<file path="config.mk">
export PLATFORM = sky130hd
export DESIGN_NAME = hpm_threshold_sampler
export DESIGN_NICKNAME = d
export VERILOG_FILES = /design/src/rtl/hpm_threshold_sampler.sv
export SDC_FILE = /design/constraint.sdc
export NUM_CORES = 1
export LEC_CHECK = 0
export BUFFER_PORTS_ARGS = -buffer_cell sky130_fd_sc_hd__buf_2
export CAP_MARGIN = 20
export CELL_PAD_IN_SITES_DETAIL_PLACEMENT = 2
export CELL_PAD_IN_SITES_GLOBAL_PLACEMENT = 2
export CORE_AREA = 2 2 381 383
export CTS_CLUSTER_SIZE = 24
export DETAILED_ROUTE_END_ITERATION = 8
export DIE_AREA = 0 0 383 385
export GPL_TIMING_DRIVEN = 1
export PLACE_DENSITY = 0.6
export SLEW_MARGIN = 15
export SYNTH_ARGS = -nofsm -noshare
export SYNTH_HDL_FRONTEND = slang
export SYNTH_SLANG_ARGS = --single-unit
export TNS_END_PERCENT = 1
</file>
<file path="constraint.sdc">
create_clock -name clk_i -period 2.92 [get_ports clk_i]
set_clock_uncertainty 0.15 [all_clocks]
set_input_delay 0.438 -clock clk_i [delete_from_list [all_inputs] [get_ports clk_i]]
set_output_delay 0.438 -clock clk_i [all_outputs]
set_load 0.01 [all_outputs]
</file>
<file path="src/rtl/hpm_threshold_sampler.sv">
// Flags HPM counters crossing their thresholds (sticky status + irq) and writes one counter snapshot per crossing.
// Status/irq one cycle after the crossing, write request one cycle later; a request holds until mem_gnt_i.
module hpm_threshold_sampler #(
    parameter int unsigned NumCounters = 6,
    parameter int unsigned AddrWidth   = 64
) (
    input  logic                             clk_i,
    input  logic                             rst_ni,
    input  logic [NumCounters-1:0][63:0]     counter_i,
    input  logic [NumCounters-1:0][63:0]     threshold_i,
    input  logic [NumCounters-1:0]           inhibit_i,
    input  logic [NumCounters-1:0]           irq_en_i,
    input  logic [AddrWidth-1:0]             mmaped_base_i,
    input  logic                             clr_valid_i,
    input  logic [NumCounters-1:0]           clr_mask_i,
    output logic [NumCounters-1:0]           ovf_status_o,
    output logic                             irq_o,
    output logic                             mem_req_o,
    input  logic                             mem_gnt_i,
    output logic [AddrWidth-1:0]             mem_addr_o,
    output logic [63:0]                      mem_wdata_o,
    output logic                             busy_o
);

    localparam int unsigned IdxW = (NumCounters > 1) ? $clog2(NumCounters) : 1;

    typedef enum logic {
        IDLE  = 1'b0,
        WRITE = 1'b1
    } state_e;

    state_e                  r_state;
    state_e                  w_state_nxt;
    logic [NumCounters-1:0]  w_ge;
    logic [NumCounters-1:0]  w_cross;
    logic [NumCounters-1:0]  w_ovf_clr;
    logic [NumCounters-1:0]  w_pend_clr;
    logic [NumCounters-1:0]  r_ge_q;
    logic [NumCounters-1:0]  r_ovf_q;
    logic [NumCounters-1:0]  r_pend_q;
    logic [IdxW-1:0]         w_sel_idx;
    logic                    w_issue;
    logic                    w_discard;
    logic [AddrWidth-1:0]    w_addr_nxt;
    logic [AddrWidth-1:0]    r_addr_q;
    logic [63:0]             r_snap_q;

    always_comb begin
        w_ge = '0;
        for (int i = 0; i < NumCounters; i++) begin
            w_ge[i] = !inhibit_i[i] && (threshold_i[i] != 64'd0) && (counter_i[i] >= threshold_i[i]);
        end
    end

    // Rising edge only: a counter parked above its threshold raises a single event.
    assign w_cross   = w_ge & ~r_ge_q;
    assign w_ovf_clr = clr_valid_i ? clr_mask_i : '0;

    always_comb begin
        w_sel_idx = '0;
        for (int i = NumCounters - 1; i >= 0; i--) begin
            if (r_pend_q[i]) w_sel_idx = IdxW'(i);
        end
    end

    assign w_addr_nxt = mmaped_base_i + ({{(AddrWidth-IdxW){1'b0}}, w_sel_idx} << 3);

    always_ff @(posedge clk_i or negedge rst_ni) begin
        if (!rst_ni) r_state <= IDLE;
        else         r_state <= w_state_nxt;
    end

    always_comb begin
        w_state_nxt = r_state;
        w_issue     = 1'b0;
        w_discard   = 1'b0;
        mem_req_o   = 1'b0;
        mem_addr_o  = '0;
        mem_wdata_o = '0;
        busy_o      = 1'b0;
        case (r_state)
            IDLE: begin
                if (r_pend_q != '0) begin
                    if (mmaped_base_i != '0) begin
                        w_issue     = 1'b1;
                        w_state_nxt = WRITE;
                    end else begin
                        w_discard   = 1'b1;
                    end
                end
            end
            WRITE: begin
                mem_req_o   = 1'b1;
                mem_addr_o  = r_addr_q;
                mem_wdata_o = r_snap_q;
                busy_o      = 1'b1;
                if (mem_gnt_i) w_state_nxt = IDLE;
            end
            default: w_state_nxt = IDLE;
        endcase
    end

    always_comb begin
        w_pend_clr = '0;
        if (w_discard)    w_pend_clr            = '1;
        else if (w_issue) w_pend_clr[w_sel_idx] = 1'b1;
    end

    // New crossings are OR-ed in after the clears so a same-cycle set always wins.
    always_ff @(posedge clk_i or negedge rst_ni) begin
        if (!rst_ni) begin
            r_ge_q   <= '0;
            r_ovf_q  <= '0;
            r_pend_q <= '0;
            r_snap_q <= '0;
            r_addr_q <= '0;
        end else begin
            r_ge_q   <= w_ge;
            r_ovf_q  <= (r_ovf_q & ~w_ovf_clr) | w_cross;
            r_pend_q <= (r_pend_q & ~w_pend_clr) | w_cross;
            if (w_issue) begin
                r_snap_q <= counter_i[w_sel_idx];
                r_addr_q <= w_addr_nxt;
            end
        end
    end

    assign ovf_status_o = r_ovf_q;
    assign irq_o        = |(r_ovf_q & irq_en_i);

endmodule
</file>
==> flow_metrics.env <==
export IMPL_status="finished clean"
export IMPL_die_width_um=383
export IMPL_dieArea_um2=147000
export IMPL_cp_top_family="compound AO/OA/AOI/OAI gates"
export IMPL_grt_util_all_layers_pct=22.6
export IMPL_finalSetupViolations=0
export IMPL_wl_mm=172
export IMPL_grt_pass1_wl_mm=227
export IMPL_rr_startpoint="r_pend_q[0]"
export IMPL_crit_chain="buf_4, nor2_1, buf_4, and2_4, buf_12, a222oi_1, buf_4, inv_1, a221oi_1, a21oi_1"
export IMPL_routed_via_density=4.55
export IMPL_min_path_cells=3
export IMPL_cpMostUsedCell="buf_4"
export IMPL_yosys_warnings=0
export IMPL_slew_headroom_pct=30.4
export IMPL_cp_data_required_time_ps=3190
export IMPL_crit_buf_inv=5
export IMPL_max_slew_worst_pin_slew_ps=1040
export IMPL_slew_viol_final=0
export IMPL_syn_num_nets=3856
export IMPL_critPathLaunchType="flop"
export IMPL_synth_seq_cells=147
export IMPL_postSynthAreaPerCell_um2=7.80
export IMPL_vias=25885
export IMPL_grt_max_degree=95
export IMPL_ioPinCount=991
export IMPL_grt_overflow=0
export IMPL_hp_start="counter_i[4]"
export IMPL_drt_first_pass_iters=7
export IMPL_synth_top_cell_by_area="ha_1"
export IMPL_grt_antenna_before_repair=80
export IMPL_synth_edf_count=0
export IMPL_hold_violations=0
export IMPL_tns_ps=0
export IMPL_clock_fmax_ghz=0.351
export IMPL_critPathArrivalTime_ps=3120
export IMPL_post_drt_wl_per_cell_um=30.2
export IMPL_clock_sinks=147
export IMPL_ys_types=68
export IMPL_hpwlAfterDp_mm=155
export IMPL_power_density_nw_per_um2=645
export IMPL_fin_nets=4989
export IMPL_insertion_delay_ps=530
export IMPL_rrSetupSlack_ps=70
export IMPL_power_mw=19.3
export IMPL_worstPathMaxFanout=32
export IMPL_worstSetupPathType="flop to flop"
export IMPL_cp_slowest_cell="a222oi_1"
export IMPL_grt_pass1_vias=27635
export IMPL_final_min_period_over_clock_period_pct=97.6
export IMPL_start_util_pct=14.2
export IMPL_drc=0
export IMPL_rsz0062_at_grt="true"
export IMPL_core_um2=143000
export IMPL_cts_htree_levels=4
export IMPL_cts_buffer_depth=2
export IMPL_synth_common_cells="inv_1 (464), ha_1 (387), a21oi_1 (266)"
export IMPL_post_route_min_period_ps=2850
export IMPL_routabilityCongestion=0.956
export IMPL_cts_buffers=17
export IMPL_yosysMostFrequentCell="inv_1"
export IMPL_cts_root_buffer="clkbuf_16"
export IMPL_drive_gt1_share_pct=35.9
export IMPL_cts_tree="built"
export IMPL_syn_inst=2614
export IMPL_synthFlopType="dfrtp_1"
export IMPL_max_stage_delay_ps=680
export IMPL_drtAntennaViolNets=0
export IMPL_ys_seq_area_share_pct=18.0
export IMPL_holdPathEnd="r_snap_q[4]"
export IMPL_io_buffers=990
export IMPL_cp_end_kind="flop"
export IMPL_leakage_nw=15.7
export IMPL_rr_worst_depth=10
export IMPL_synth_top_area_share_pct=23.8
export IMPL_die_h_um=385
export IMPL_drt_iter0_markers=1699
export IMPL_syn_area_um2=20400
export IMPL_path_clk_slew_ps=80
export IMPL_area_growth_pct=47.1
export IMPL_async_flop_share_pct=100
export IMPL_ys_top_cells_by_area="ha_1 (24%), dfrtp_1 (18%), inv_1 (8.5%)"
export IMPL_worstHoldPathType="primary input to flop"
export IMPL_timing_rr_end="r_snap_q[2]"
export IMPL_ir_drop_mv=0.756
export IMPL_rows=139
export IMPL_maxCapViolCount=0
[cells by family after synthesis]
kind of cell	after synthesis	share of synthesized area, %
xor gates and xnor gates	59	2.53
muxes	69	3.92
and+or+nand+nor	802	21.3
adders and majority gates	388	23.8
DFF	147	18.0
AOI/OAI and AO/OA	596	19.4
buffers and inverters	553	10.9
[state kept, by name (all words and copies together), names as in the netlist]
name	cells
r_snap_q	64
r_pend_q	6
r_ge_q	6
ovf_status_o	6
r_addr_q	64
r_state	1
[cells in the final DEF (no fill, tap or decap), types with 6 or more instances in the layout]
master     count
a21oi_1      263
nor2_1       176
nand3_1       54
o21ai_0       59
nand2b_1      10
and2_1       131
nor4_2         8
o21a_1         9
ha_1         385
and4_1        14
buf_12        21
nor4_1       116
nand2_1      121
dfrtp_1      146
nor3_1        12
xnor2_1       17
a211oi_1      20
xor2_1        42
buf_2        989
mux2_4         6
nand4_1      103
buf_4        185
o211ai_1      10
and3_1        14
nor2b_1        6
a222oi_1      64
diode_2       23
inv_1        463
mux2_2        63
a221oi_1      74
clkbuf_16     17
a21o_1        43
[cell type report]
type	count	area (µm²)
multi-input cells	1914	14700
diodes	23	57.6
repair buffers	1203	6840
inverters	464	1740
well taps	1903	2380
clock buffers	17	425
fillers	17054	113000
clock inverters	15	193
flip-flops and latches	147	3680
[what timing repair did]
action	CTS	global route
hold buffers	5	0
endpoints found under the setup margin	42	91
endpoints found under the hold margin	53	0
pin swaps	4	11
setup buffers	3	1
cloned	0	0
gates resized for setup	12	15
[metal layers]
layer  vias up  GRT usage (%)  wire length, µm  part of all wire, %
met1     12968           26.7            69500                   40
met3       201           4.45             9910                  5.8
li1      11755              -                -                    -
met4        58           6.93             5390                  3.1
met5         -              0              388                 0.23
met2       903           40.7            86500                   50
[worst max-delay path by stage]
stage                               from              end  slack [ps]  depth (start not counted)
after floorplan              r_pend_q[2]     r_addr_q[49]          10                         14
after global placement    threshold_i[0]  ovf_status_o[0]        -940                          9
after detailed placement   counter_i[27]  ovf_status_o[0]        -890                         10
after CTS                    r_pend_q[5]     r_addr_q[63]         -30                         15
after global routing         r_pend_q[5]     r_addr_q[39]         -30                         13
final                        r_pend_q[0]      r_snap_q[2]          70                         10
[where the power goes]
part,total [mW],switching [mW],internal [mW],leakage (nW)
combinational,13.1,7.98,5.11,13.7
sequential,3.60,0.574,3.03,1.66
clock,2.66,1.30,1.37,0.307
[worst reg2reg max path: cells and delay by family (launching register included)]
kind                   cells  cell delay, ps
DFF                        1             370
AOI/OAI and AO/OA          3            1050
and+or+nand+nor            2             310
buffers and inverters      5             880
[through the flow]
step	hold slack [ps]	area [µm²]	cells	utilization [%]	setup WS [ps]
4_1_cts	8.85	29900	5663	20.9	-34.8
3_5_place_dp	339	29100	5623	20.3	-891
2_1_floorplan	-7.59	20400	2614	-	11.1
6_report	76.1	30000	5686	21.0	71.0
3_3_place_gp	337	29100	5623	20.3	-939
5_1_grt	32.9	30000	5676	20.9	-28.5
(Power assumes the default switching activity.)
